<file path="src/rtl/s6bit_alu_seq.sv">
// Sequential 6-bit signed ALU: one-cycle add/sub, 6-step radix-2 Booth mul.
// Define S6BIT_ALU_SAT_EN to saturate add/sub results on signed overflow.
module s6bit_alu_seq (
  input  logic        clk,
  input  logic        rst,
  input  logic        in_valid,
  output logic        in_ready,
  input  logic [1:0]  op,
  input  logic [5:0]  x,
  input  logic [5:0]  y,
  output logic        out_valid,
  input  logic        out_ready,
  output logic [11:0] result,
  output logic        overflow,
  output logic        busy
);

  typedef enum logic [1:0] {
    IDLE,
    MUL,
    DONE
  } state_t;

  state_t      state_q, state_d;
  logic [11:0] result_q, result_d;
  logic        ovf_q, ovf_d;
  logic        out_valid_q, out_valid_d;
  logic        busy_q, busy_d;
  logic [2:0]  cnt_q, cnt_d;
  logic [6:0]  a_q, a_d;
  logic [5:0]  m_q, m_d;
  logic [5:0]  b_q, b_d;
  logic        q1_q, q1_d;

  logic        accept;
  logic [5:0]  sum;
  logic [5:0]  dif;
  logic [11:0] as_res;
  logic        as_ovf;
  logic [6:0]  m_ext;
  logic [6:0]  a_sum;
  logic [12:0] shifted;

  assign in_ready  = (state_q == IDLE) & ~rst;
  assign accept    = in_valid & in_ready;
  assign out_valid = out_valid_q;
  assign busy      = busy_q;
  assign result    = result_q;
  assign overflow  = ovf_q;

  assign sum = x + y;
  assign dif = x - y;

  always_comb begin
    as_res = 12'h000;
    as_ovf = 1'b0;
    unique case (op)
      2'b00: begin
        as_res = {{6{sum[5]}}, sum};
        as_ovf = (x[5] == y[5]) && (sum[5] != x[5]);
      end
      2'b01: begin
        as_res = {{6{dif[5]}}, dif};
        as_ovf = (x[5] != y[5]) && (dif[5] != x[5]);
      end
      default: begin
        as_res = 12'h000;
        as_ovf = 1'b0;
      end
    endcase
`ifdef S6BIT_ALU_SAT_EN
    // Overflow direction always follows the sign of x for add and sub.
    if (as_ovf) begin
      as_res = x[5] ? 12'hFE0 : 12'h01F;
    end
`endif
  end

  // A is 7 bits wide so subtracting M = -32 cannot wrap.
  assign m_ext = {m_q[5], m_q};

  always_comb begin
    a_sum = a_q;
    unique case ({b_q[0], q1_q})
      2'b01:   a_sum = a_q + m_ext;
      2'b10:   a_sum = a_q - m_ext;
      default: a_sum = a_q;
    endcase
  end

  assign shifted = {a_sum[6], a_sum, b_q[5:1]};

  always_comb begin
    state_d     = state_q;
    result_d    = result_q;
    ovf_d       = ovf_q;
    cnt_d       = cnt_q;
    a_d         = a_q;
    m_d         = m_q;
    b_d         = b_q;
    q1_d        = q1_q;
    unique case (state_q)
      IDLE: begin
        if (accept) begin
          if (op == 2'b10) begin
            state_d = MUL;
            cnt_d   = 3'd0;
            a_d     = 7'd0;
            m_d     = x;
            b_d     = y;
            q1_d    = 1'b0;
          end else begin
            state_d  = DONE;
            result_d = as_res;
            ovf_d    = as_ovf;
          end
        end
      end
      MUL: begin
        a_d  = shifted[12:6];
        b_d  = shifted[5:0];
        q1_d = b_q[0];
        if (cnt_q == 3'd5) begin
          state_d  = DONE;
          result_d = {shifted[11:6], shifted[5:0]};
          ovf_d    = 1'b0;
          cnt_d    = 3'd0;
        end else begin
          cnt_d = cnt_q + 3'd1;
        end
      end
      DONE: begin
        if (out_ready) begin
          state_d = IDLE;
        end
      end
      default: state_d = IDLE;
    endcase
    out_valid_d = (state_d == DONE);
    busy_d      = (state_d != IDLE);
  end

  always_ff @(posedge clk or posedge rst) begin
    if (rst) begin
      state_q     <= IDLE;
      result_q    <= 12'h000;
      ovf_q       <= 1'b0;
      out_valid_q <= 1'b0;
      busy_q      <= 1'b0;
      cnt_q       <= 3'd0;
      a_q         <= 7'd0;
      m_q         <= 6'd0;
      b_q         <= 6'd0;
      q1_q        <= 1'b0;
    end else begin
      state_q     <= state_d;
      result_q    <= result_d;
      ovf_q       <= ovf_d;
      out_valid_q <= out_valid_d;
      busy_q      <= busy_d;
      cnt_q       <= cnt_d;
      a_q         <= a_d;
      m_q         <= m_d;
      b_q         <= b_d;
      q1_q        <= q1_d;
    end
  end

endmodule

</file>
<file path="config.mk">
export PLATFORM = sky130hd
export DESIGN_NAME = s6bit_alu_seq
export DESIGN_NICKNAME = d
export VERILOG_FILES = /design/src/rtl/s6bit_alu_seq.sv
export SDC_FILE = /design/constraint.sdc
export NUM_CORES = 1
export LEC_CHECK = 0
export BUFFER_PORTS_ARGS = -buffer_cell sky130_fd_sc_hd__buf_2
export CAP_MARGIN = 20
export CORE_MARGIN = 2
export CORE_UTILIZATION = 55
export DETAILED_ROUTE_END_ITERATION = 16
export PLACE_DENSITY = 0.76
export SYNTH_ARGS = -nofsm -noshare
export SYNTH_HDL_FRONTEND = slang
export SYNTH_SLANG_ARGS = --single-unit
</file>
<file path="constraint.sdc">
create_clock -name clk -period 7.4 [get_ports clk]
set_clock_uncertainty 0.2 [all_clocks]
set_input_delay 1.11 -clock clk [delete_from_list [all_inputs] [get_ports clk]]
set_output_delay 1.11 -clock clk [all_outputs]
set_load 0.02 [all_outputs]
</file>
After elaboration in Yosys (flattened, before gate mapping)

Index checks and enable logic that the tools add are counted.

Flip-flop bits (word level): 40
Bits in latches: 0
RAM bits: 0
Bits in read-only memories: 0
Bits of input ports: 18
Logic and storage cells: 72
Memories kept: 0

Add/subtract/negate cells: 5
Multipliers: 0
Divide/modulo/power cells: 0
Magnitude comparators: 0
Equality and inequality tests: 16
Shifts and indexed selects: 0
Multiplexer cells: 29
Bitwise operators: 3
Reduce and logical (&&, ||, !) cells: 9

Operator list:

| operator              | number |
|---|---|
| $pmux W12 S2          | 2 |
| $mux W12              | 3 |
| $pmux W7 S2           | 2 |
| $mux W7               | 2 |
| $mux W6               | 2 |
| $pmux W6 S2           | 1 |
| $mux W3               | 3 |
| $eq A2 B2 Y1 const B  | 4 |
| $mux W2               | 4 |
| $add A7 B7 Y7         | 1 |
| $sub A7 B7 Y7         | 1 |
| $add A6 B6 Y6         | 1 |
| $eq A2 B1 Y1 const B  | 3 |
| $ne A2 B2 Y1 const B  | 3 |
| $pmux W1 S2           | 3 |
| $pmux W2 S3           | 1 |
| $pmux W3 S2           | 1 |
| $reduce_and A3 Y1     | 2 |
| $sub A6 B6 Y6         | 1 |
| $mux W1               | 5 |
| $logic_not A2 Y1      | 2 |
| $reduce_and A4 Y1     | 1 |
| $reduce_bool A2 Y1    | 2 |
| $add A3 B1 Y3 const B | 1 |
| other kinds (7)       | 11 |

Depth between registers and ports, before layout

Gate-level depths: netlist of the first run.

Word-level depth: 7
Mapped depth: 11
Depth with buffers taken out: 11

Worst setup path after synthesis of the first run

No wires, ideal clock.

Path type: input-to-reg
From: input port y[1]
To: register result_q[5], in the netlist result[5]
Arrival: 2.671 ns
Required time: 7.060 ns
Setup slack: 4.389 ns
Cell stages on the path: 8
Path buffers: 0
Path through: inv_1 ha_1 nor2b_1 o31ai_1 mux2i_1 nand2_1 o31ai_2 a31oi_1

Cells in the longest elaborated chain, start to end: 5
Elaborated cells on any way between the ends: 6
Classes of those cells: add/sub: 2; mux: 4

Ends and longest elaborated chain:

| item                                           | line   | RTL |
|---|---|---|
| start: declaration                             | 10     | `input logic [5:0] y,` |
| $sub A6 B6 Y6 or $add A6 B6 Y6 (tied branches) | 52, 51 |  |
| $pmux W12 S2 *                                 | 57     | `unique case (op)` |
| $mux W12 *                                     | 105    | `if (op == 2'b10) begin` |
| $mux W12 *                                     | 104    | `if (accept) begin` |
| $pmux W12 S2 *                                 | 102    | `unique case (state_q)` |
| end signal: assignment                         | 157    | `result_q <= result_d;` |
| end: declaration                               | 25     | `logic [11:0] result_q, result_d;` |

Mark *: on every way between the ends. The rest lies on a longest branch, timed or not. The select of a mux whose other input is x is not followed.
A chain may end at the register's enable or synchronous reset.

Worst setup path after layout of the first run

From: input port y[1]
To: register result_q[10], in the netlist result[10]

The elaborated chain is that of the path after synthesis.

==> results of run 1 <==
flip-flops by register name (all words and copies together) (netlist names):
name and flops:
a_q 6, b_q 6, busy 1, cnt_q 3, m_q 6, out_valid 1
overflow 1, q1_q 1, result 12, state_q 2
critical path, delay by kind of cell:
kind                       cells  cell delay (ns)
muxes                          1             0.28
buffers and inverters          2             0.20
and+or+nand+nor                2             0.25
adders and majority gates      1             0.31
AOI/OAI and AO/OA              3             0.97
per-layer routing:
metal / part of all wire / global-route usage / up-vias
met2: 0.47 / 0.3814 / 40
met5: 0 / 0 / -
li1: - / - / 1094
met4: 0.011 / 0.06667 / 0
met1: 0.48 / 0.3457 / 1052
met3: 0.030 / 0.03292 / 5
per-stage QoR:
stage | cell area [sq um] | total power (W) | instances | utilization
after global placement | 2826 | 0.001062 | 368 | 0.6024
after floorplan | 2648 | 0.0009174 | 291 | -
after CTS | 2912 | 0.001231 | 376 | 0.6205
after detailed placement | 2826 | 0.001085 | 368 | 0.6024
after global routing | 2912 | 0.001338 | 376 | 0.6205
final | 2912 | 0.001228 | 376 | 0.6205
power groups by stage:
stage,registers [W],logic (W),clock network (W)
after floorplan,0.000421,0.000496,0
after global placement,0.000390,0.000672,0
after detailed placement,0.000395,0.000689,0
after CTS,0.000391,0.000696,0.000144
after global routing,0.000403,0.000778,0.000158
final,0.000391,0.000693,0.000143
cell families after synthesis:
group | after synthesis | share of synthesized area
and+or+nand+nor | 99 | 0.1805
AOI/OAI and AO/OA | 79 | 0.2027
DFF | 39 | 0.3686
buffers and inverters | 30 | 0.05009
adders and majority gates | 21 | 0.1078
muxes | 14 | 0.05766
xor gates and xnor gates | 9 | 0.03261
synthesized netlist by cell type, drive strengths merged (8+ instances only):
library cell / n
a21oi: 19
nand2b: 8
dfrtp: 39
nor2: 28
inv: 19
o21ai: 19
ha: 18
nand2: 30
final cells by class:
class,count,area share
clock buffer,6,0.02492
sequential,39,0.3352
tap,54,0.02321
multi-input combinational,222,0.5286
clock inverter,2,0.004297
timing repair buffer,34,0.05930
inverter,19,0.02450
worst max path at each step:
stage,start,to,slack [ns],cells past startpoint
finish,y[1],result[10],4.23,9
global route,y[1],result[8],4.01,9
global placement,y[1],result[8],4.02,9
CTS,y[1],result[10],4.23,9
detailed placement,y[1],result[5],3.95,9
floorplan,y[1],result[5],4.39,8
==> impl_metrics.py, run 1 <==
metrics = {
    "pwr": {
        "pwr-share-seq": 0.319,
        "p_per_area_nw_per_um2": 421.7,
        "switching_share": 0.4548,
        "leakage_nw": 1.369,
        "p_clk_frac": 0.117,
        "p_comb_frac": 0.565,
        "p_int_w": 0.0006694,
        "peakVddDrop_v": 0.0002037,
        "p_sw_w": 0.0005584,
    },
    "place": {
        "numPortBuffers": 33,
        "dpl.hpwl_mm": 4.477,
        "finalWeightedCongestion": 0.9058,
        "place_ws_ns": 3.952,
    },
    "synth": {
        "syn_inst": 291,
        "synth-seq-cells": 39,
        "ys_seq_area_frac": 0.3686,
        "synth_flop_cell": "dfrtp_1",
        "yosys-top-cells-area": "dfrtp_1 (37%), ha_1 (8.5%), nand2_1 (4.3%)",
        "yosys_warnings": 0,
        "synth_top_cell_by_area": "dfrtp_1",
        "synth_edf_count": 0,
        "synth_cell_types": 57,
        "yosysTopAreaCellShare": 0.3686,
        "synthArstFlopShare": 1.000,
        "synthesis.area_sq_um": 2648,
        "syn_avg_cell_area_sq_um": 9.098,
        "syn-num-nets": 330,
    },
    "worst_setup_path": {
        "rr_startpoint": "m_q[0]",
        "startpoint_type": "primary input",
        "crit_fanout": 5,
        "r2r_cells": 10,
        "worstSetupPathType": "primary input to flop",
        "path_cells": "buf_2 -> inv_1 -> ha_1 -> nor2b_1 -> o31ai_1 -> mux2i_1 -> nand2_1 -> o31ai_2 -> a31oi_1",
        "reg2reg_slack_ns": 4.32,
        "critical_path_required_ns": 7.35,
        "timing.rr.end": "result[11]",
        "max_stage_delay_ns": 0.47,
        "cp.arrival_ns": 3.12,
        "cp_slowest_cell": "o31ai_2",
        "cp-end-kind": "flop",
    },
    "cells_and_area": {
        "fill_cells": 435,
        "drive_gt1_frac": 0.1894,
        "multi_input_area_sq_um": 1539,
        "num_antenna_cells": 0,
        "final_common_cell": "dfrtp_1",
        "area_growth_pct": 9.972,
        "finalNetCount": 360,
        "seq_area_sq_um": 975.9,
        "mostFrequentLayoutCells": "dfrtp_1 (39), buf_2 (33), nand2_1 (30)",
    },
    "route": {
        "wl_mm": 5.822,
        "vias": 2191,
        "drt_iter0_drc": 123,
        "wl_per_cell_um": 15.48,
        "route.detailed.drc": 0,
        "ant_nets": 0,
        "viasPerCell": 5.827,
        "dr.pass1.iters": 4,
    },
    "global_route": {
        "grt_max_degree": 34,
        "grtUsageTotal": 0.2400,
        "grt_pass1_wl_mm": 9.860,
        "grt_pass1_vias": 2077,
        "antenna_found_initial": 0,
        "globalRouteOverflowTotal": 0,
    },
    "die": {
        "dieArea_sq_um": 5385,
        "ios": 34,
        "rows": 25,
        "initial_core_util": 0.5643,
        "die_h_um": 73.38,
        "die_w_um": 73.38,
        "coreArea_sq_um": 4692,
    },
    "sta": {
        "min_period_ns": 3.166,
        "fmax_ghz": 0.3158,
        "hold_ws_ns": 0.3004,
        "hold_viol_final": 0,
        "tns_ns": 0,
        "setup_ws_ns": 4.234,
        "period_share": 0.4279,
        "maxSlewHeadroom": 0.3430,
        "finalMaxSlewViolations": 0,
        "final-setup-viol-count": 0,
        "worst_slew_pin_slew_ns": 0.9854,
        "rsz0062_at_grt": "false",
    },
    "min_path": {
        "holdPathEnd": "q1_q",
        "hp-class": "flop to flop",
        "hold_path_depth": 2,
        "hp-start": "q1_q",
    },
    "clock_tree": {
        "h-tree-depth": 2,
        "root_buffer": "clkbuf_8",
        "cts_buffer_depth": 2,
        "cts.clk_slew.worst_paths_ns": 0.08,
        "post_cts_buffers": 0,
        "cts.sinks": 39,
        "clock_latency_ns": 0.30,
        "post_cts_resized": 0,
        "cts_made_buffers": 5,
        "ctsHoldBuffers": 0,
        "cts_tree": "yes",
    },
    "status": {
        "status": "finished, final reports clean",
    },
    "run": {
        "cap_violations": 0,
    },
}
Note: power is estimated with default switching activity, not from simulation.
==> run 2, diff against run 1 <==
--- a/config.mk
+++ b/config.mk
@@ -5,12 +5,13 @@
 export SDC_FILE = /design/constraint.sdc
 export NUM_CORES = 1
 export LEC_CHECK = 0
+export ABC_AREA = 1
 export BUFFER_PORTS_ARGS = -buffer_cell sky130_fd_sc_hd__buf_2
 export CAP_MARGIN = 20
 export CORE_MARGIN = 2
 export CORE_UTILIZATION = 55
 export DETAILED_ROUTE_END_ITERATION = 16
-export PLACE_DENSITY = 0.76
+export PLACE_DENSITY = 0.77
 export SYNTH_ARGS = -nofsm -noshare
 export SYNTH_HDL_FRONTEND = slang
 export SYNTH_SLANG_ARGS = --single-unit
==> constraint.sdc (replaced) <==
create_clock -name clk -period 3.13 [get_ports clk]
set_clock_uncertainty 0.2 [all_clocks]
set_input_delay 0.4695 -clock clk [delete_from_list [all_inputs] [get_ports clk]]
set_output_delay 0.4695 -clock clk [all_outputs]
set_load 0.02 [all_outputs]
==> impl_metrics.py, run 2 <==
metrics = {
    "worst_setup_path": {
        "startpoint_type": "flop",
        "critPathTopFamily": "simple AND/OR/NAND/NOR gates",
        "cp_slowest_cell": "dfrtp_1",
        "path_common_cell": "inv_1",
        "max_stage_delay_ns": 0.39,
        "cp.buffers_inverters": 3,
        "crit_fanout": 4,
        "worstSetupPathType": "flop to flop",
        "cp.arrival_ns": 2.57,
        "critical_path_required_ns": 3.09,
        "path_cells": "inv_1 -> ha_1 -> inv_1 -> nor2_1 -> a21oi_1 -> xor2_1 -> inv_1 -> ha_1 -> nand2_1 -> or2_2 -> nand3_1 -> nor2_1 -> o21ai_0 -> a21oi_1",
        "cp-end-kind": "flop",
    },
    "die": {
        "die_h_um": 72.67,
        "dieArea_sq_um": 5281,
        "die_w_um": 72.67,
        "ios": 34,
        "rows": 24,
        "initial_core_util": 0.5836,
        "coreArea_sq_um": 4444,
    },
    "sta": {
        "fmax_ghz": 0.3831,
        "tns_ns": 0,
        "rsz0062_at_grt": "false",
        "period_share": 0.8340,
        "setup_ws_ns": 0.5195,
        "finalMaxSlewViolations": 0,
        "worst_slew_pin_slew_ns": 0.5167,
        "maxSlewHeadroom": 0.6552,
        "hold_viol_final": 0,
        "final-setup-viol-count": 0,
        "min_period_ns": 2.610,
    },
    "global_route": {
        "globalRouteOverflowTotal": 0,
        "grtUsageTotal": 0.2518,
        "grt_pass1_wl_mm": 10.36,
        "antenna_found_initial": 0,
        "grt_pass1_vias": 2298,
        "grt_max_degree": 26,
    },
    "clock_tree": {
        "clock_latency_ns": 0.29,
        "cts.sinks": 39,
        "cts_tree": "yes",
        "root_buffer": "clkbuf_8",
        "post_cts_buffers": 0,
        "cts.clk_slew.worst_paths_ns": 0.08,
        "h-tree-depth": 2,
        "cts_buffer_depth": 2,
        "ctsHoldBuffers": 0,
        "post_cts_resized": 0,
        "cts_made_buffers": 5,
    },
    "place": {
        "place_ws_ns": 0.5441,
        "numPortBuffers": 33,
        "finalWeightedCongestion": 0.9507,
        "dpl.hpwl_mm": 4.574,
    },
    "cells_and_area": {
        "drive_gt1_frac": 0.1410,
        "seq_area_sq_um": 975.9,
        "largest_reg_flops": 12,
        "final_common_cell": "nand2_1",
        "num_antenna_cells": 0,
        "fill_cells": 393,
        "area_growth_pct": 11.82,
        "finalNetCount": 421,
        "mostFrequentLayoutCells": "nand2_1 (86), inv_1 (52), dfrtp_1 (39)",
        "multi_input_area_sq_um": 1378,
    },
    "route": {
        "drt_iter0_drc": 135,
        "wl_mm": 5.913,
        "route.detailed.drc": 0,
        "vias": 2345,
        "wl_per_cell_um": 13.59,
        "viasPerCell": 5.391,
        "ant_nets": 0,
        "dr.pass1.iters": 4,
    },
    "pwr": {
        "p_per_area_nw_per_um2": 1015,
        "leakage_nw": 1.556,
        "peakVddDrop_v": 0.0003727,
    },
    "min_path": {
        "hp-class": "primary input to asynchronous set/reset pin",
    },
    "synth": {
        "yosys-top-cells-area": "dfrtp_1 (38%), nand2_1 (12%), ha_1 (8.7%)",
        "syn_inst": 345,
        "synthesis.area_sq_um": 2594,
        "ys_seq_area_frac": 0.3763,
        "yosysTopAreaCellShare": 0.3763,
        "synth-seq-cells": 39,
        "synthArstFlopShare": 1.000,
        "synth_commonest_cells": "nand2_1 (86), inv_1 (52), dfrtp_1 (39), nor2_1 (27), a21oi_1 (26)",
        "synth_cell_types": 32,
        "synth_flop_cell": "dfrtp_1",
        "synth_top_cell_by_area": "dfrtp_1",
        "syn-num-nets": 384,
        "yosys_warnings": 0,
        "synth_edf_count": 0,
        "syn_avg_cell_area_sq_um": 7.518,
        "yosysMostFrequentCell": "nand2_1",
    },
    "status": {
        "status": "finished, final reports clean",
    },
    "run": {
        "cap_violations": 0,
    },
}
## run 2: cell count changes after synthesis, moves of 8 or more
cell and delta:
inv_1 +34, nand2_1 +56, nand2b_1 -8, nand3_1 +15
## run 2: worst reg2reg max path: stages, from the launching register on
cell and delay [ns]:
dfrtp_1 0.39, inv_1 0.07, ha_1 0.20, inv_1 0.05
nor2_1 0.05, a21oi_1 0.17, xor2_1 0.15, inv_1 0.06
ha_1 0.34, nand2_1 0.08, or2_2 0.29, nand3_1 0.09
nor2_1 0.04, o21ai_0 0.21, a21oi_1 0.10
## run 2: cell families after synthesis
| logic type | after synthesis | synth area share |
|---|---|---|
| and+or+nand+nor | 148 | 0.2369 |
| buffers and inverters | 61 | 0.09262 |
| DFF | 39 | 0.3763 |
| xor gates and xnor gates | 7 | 0.02364 |
| AOI/OAI and AO/OA | 69 | 0.1606 |
| adders and majority gates | 21 | 0.1100 |
## run 2: layer usage
| layer | vias to the layer above | GRT usage | part of all wire |
|---|---|---|---|
| li1 | 1197 | - | - |
| met1 | 1081 | 0.3410 | 0.48 |
| met2 | 61 | 0.4182 | 0.46 |
| met3 | 6 | 0.03315 | 0.046 |
| met4 | 0 | 0.08230 | 0.013 |
| met5 | - | 0 | 0 |
## run 2: final timing paths
kind	end	cells past startpoint	slack (ns)	from
max	result[10]	14	0.52	m_q[0]
min	state_q[0]	2	0.01	rst
max reg2reg	result[10]	14	0.52	m_q[0]
min reg2reg	cnt_q[2]	1	0.29	cnt_q[2]
max in group asynchronous	m_q[1]	3	1.99	rst
min in group clk	out_valid	2	0.23	out_ready
## run 2: per-stage QoR
stage / total power (W) / instances / hold slack, ns / instance area, sq um / util
finish: 0.002944 / 435 / 0.01460 / 2900 / 0.6526
global route: 0.003251 / 435 / 0.06215 / 2900 / 0.6526
CTS: 0.002935 / 435 / 0.05022 / 2900 / 0.6526
detailed placement: 0.002598 / 427 / 0.2726 / 2816 / 0.6337
global placement: 0.002561 / 427 / 0.2655 / 2816 / 0.6337
floorplan: 0.002203 / 345 / 0.2457 / 2594 / -
## run 2: cell type report
type                       instances  area share
clock buffer                       5     0.02373
inverter                          54     0.06989
clock inverter                     3    0.005177
tap                               52     0.02243
sequential                        39      0.3365
timing repair buffer              37     0.06730
multi-input combinational        245      0.4750
## run 2: power breakdown
part | total [W] | switching, W | internal [W]
clock | 0.000325 | 0.000172 | 0.000152
combinational | 0.00173 | 0.00109 | 0.000643
sequential | 0.000885 | 0.000147 | 0.000738
==> run 3, diff against run 2 <==
--- a/config.mk
+++ b/config.mk
@@ -5,13 +5,13 @@
 export SDC_FILE = /design/constraint.sdc
 export NUM_CORES = 1
 export LEC_CHECK = 0
-export ABC_AREA = 1
+export ABC_AREA = 0
 export BUFFER_PORTS_ARGS = -buffer_cell sky130_fd_sc_hd__buf_2
 export CAP_MARGIN = 20
 export CORE_MARGIN = 2
 export CORE_UTILIZATION = 55
 export DETAILED_ROUTE_END_ITERATION = 16
-export PLACE_DENSITY = 0.77
+export PLACE_DENSITY = 0.76
 export SYNTH_ARGS = -nofsm -noshare
 export SYNTH_HDL_FRONTEND = slang
 export SYNTH_SLANG_ARGS = --single-unit
==> constraint.sdc (replaced) <==
create_clock -name clk -period 2.6 [get_ports clk]
set_clock_uncertainty 0.2 [all_clocks]
set_input_delay 0.39 -clock clk [delete_from_list [all_inputs] [get_ports clk]]
set_output_delay 0.39 -clock clk [all_outputs]
set_load 0.02 [all_outputs]
==> impl_metrics.py, run 3 (synthesis gave the netlist of run 1 again) <==
metrics = {
    "sta": {
        "period_share": 0.9957,
        "tns_ns": 0,
        "hold_viol_final": 0,
        "maxSlewHeadroom": 0.6993,
        "final-setup-viol-count": 0,
        "fmax_ghz": 0.3863,
        "worst_slew_pin_slew_ns": 0.4506,
        "finalMaxSlewViolations": 0,
        "rsz0062_at_grt": "true",
        "min_period_ns": 2.589,
    },
    "die": {
        "die_w_um": 73.38,
        "coreArea_sq_um": 4692,
        "rows": 25,
        "die_h_um": 73.38,
        "dieArea_sq_um": 5385,
        "ios": 34,
        "initial_core_util": 0.5643,
    },
    "worst_setup_path": {
        "reg2reg_slack_ns": 0.01,
        "r2r_cells": 10,
        "crit_end": "result[11]",
        "worstSetupPathType": "flop to flop",
        "cp-end-kind": "flop",
        "cp.arrival_ns": 2.56,
        "critical_path_required_ns": 2.57,
        "startpoint_type": "flop",
        "crit_fanout": 3,
        "setup.worst_path.start": "m_q[0]",
        "rr_startpoint": "m_q[0]",
        "timing.rr.end": "result[11]",
    },
    "global_route": {
        "grt_use_met2": 0.4024,
        "grt_pass1_vias": 2175,
        "grtUsageMet1": 0.3169,
        "gr-max-usage-layer": "met2",
        "grtUsageTotal": 0.2414,
        "use_met3": 0.03978,
        "globalRouteOverflowTotal": 0,
        "grt_pass1_wl_mm": 9.922,
        "grt_max_degree": 35,
        "antenna_found_initial": 0,
    },
    "route": {
        "vias": 2299,
        "drt_iter0_drc": 140,
        "wl_per_cell_um": 15.41,
        "viasPerCell": 5.806,
        "ant_nets": 0,
        "wl_mm": 6.104,
        "dr.pass1.iters": 4,
        "route.detailed.drc": 0,
    },
    "pwr": {
        "leakage_nw": 1.486,
        "p_per_area_nw_per_um2": 1275,
        "peakVddDrop_v": 0.0005387,
    },
    "clock_tree": {
        "cts_tree": "yes",
        "cts_made_buffers": 5,
        "cts.clk_slew.worst_paths_ns": 0.08,
        "h-tree-depth": 2,
        "root_buffer": "clkbuf_8",
        "clock_latency_ns": 0.29,
        "cts_buffer_depth": 2,
        "cts.sinks": 39,
    },
    "cells_and_area": {
        "multi_input_area_sq_um": 1627,
        "largest_reg_flops": 12,
        "final_common_cell": "dfrtp_1",
        "fill_cells": 392,
        "seq_area_sq_um": 975.9,
        "drive_gt1_frac": 0.2807,
        "final_cells": 396,
        "mostFrequentLayoutCells": "dfrtp_1 (39), buf_2 (33), nand2_1 (30)",
        "num_antenna_cells": 0,
        "finalNetCount": 380,
        "area_growth_pct": 19.05,
    },
    "place": {
        "dpl.cell_count": 383,
        "finalWeightedCongestion": 0.8694,
        "numPortBuffers": 33,
        "dpl.hpwl_mm": 4.579,
    },
    "run": {
        "cap_violations": 0,
    },
    "min_path": {
        "hp-class": "primary input to flop",
    },
    "status": {
        "status": "finished, final reports clean",
    },
}
run 3: cell types whose count changed in the layout (fill, tap and decap cells not counted), sizes merged, moves of 8 or more:
cell	previous run	this run
nand2b	0	8
nand3	22	7
a21oi	28	19
nand2	87	30
buf	37	53
inv	53	19
run 3: cell type report:
class | count | share of cell area
clock inverter | 2 | 0.003970
clock buffer | 6 | 0.02303
tap | 54 | 0.02144
timing repair buffer | 54 | 0.1032
inverter | 19 | 0.02263
sequential | 39 | 0.3096
multi-input combinational | 222 | 0.5161
run 3: timing repair:
action                                  4_1_cts  5_1_grt
gates cloned                                  0        0
gates resized for setup                       5       10
hold buffers                                  1        0
endpoints found under the setup margin        1        7
endpoints found under the hold margin         5        0
buffers inserted                              1        3
pin swaps                                     3        6
run 3: worst min path at each step:
stage	to	slack [ns]	depth (start not counted)	start
after floorplan	cnt_q[1]	0.27	1	cnt_q[2]
after detailed placement	out_valid	0.12	2	rst
after CTS	state_q[1]	0.08	2	out_ready
final	state_q[1]	0.10	2	out_ready
after global placement	out_valid	0.12	2	rst
after global routing	out_valid	0.10	2	out_ready
run 3: critical path, stage by stage, from the launching register on:
cell      delay, ns
dfrtp_1        0.39
inv_2          0.08
ha_4           0.20
mux2_4         0.28
fa_2           0.35
nand2b_4       0.16
a21oi_4        0.16
o22ai_2        0.09
mux2i_2        0.24
mux2i_1        0.24
o31ai_2        0.07
run 3: metrics by stage:
step	total power [W]	hold slack, ns	setup WS (ns)	utilization	instance area (sq um)
2_1_floorplan	0.002700	0.2656	0.01087	-	2674
3_3_place_gp	0.003251	0.1157	-0.0003297	0.6320	2965
3_5_place_dp	0.003321	0.1221	-0.07007	0.6320	2965
4_1_cts	0.003871	0.08052	0.009686	0.6595	3094
5_1_grt	0.004314	0.1004	-0.06867	0.6717	3152
6_report	0.004018	0.1016	0.01107	0.6717	3152
run 3: power by group:
part | internal, W | leakage [nW] | switching (W)
registers | 0.000885 | 0.485 | 0.000227
clock network | 0.000187 | 0.0412 | 0.000212
logic | 0.00116 | 0.960 | 0.00135
run 3: layer usage:
layer / up-vias / wire [um]
met5: - / 0
met4: 0 / 131
met3: 10 / 190
met2: 48 / 3025
met1: 1107 / 2756
li1: 1134 / -
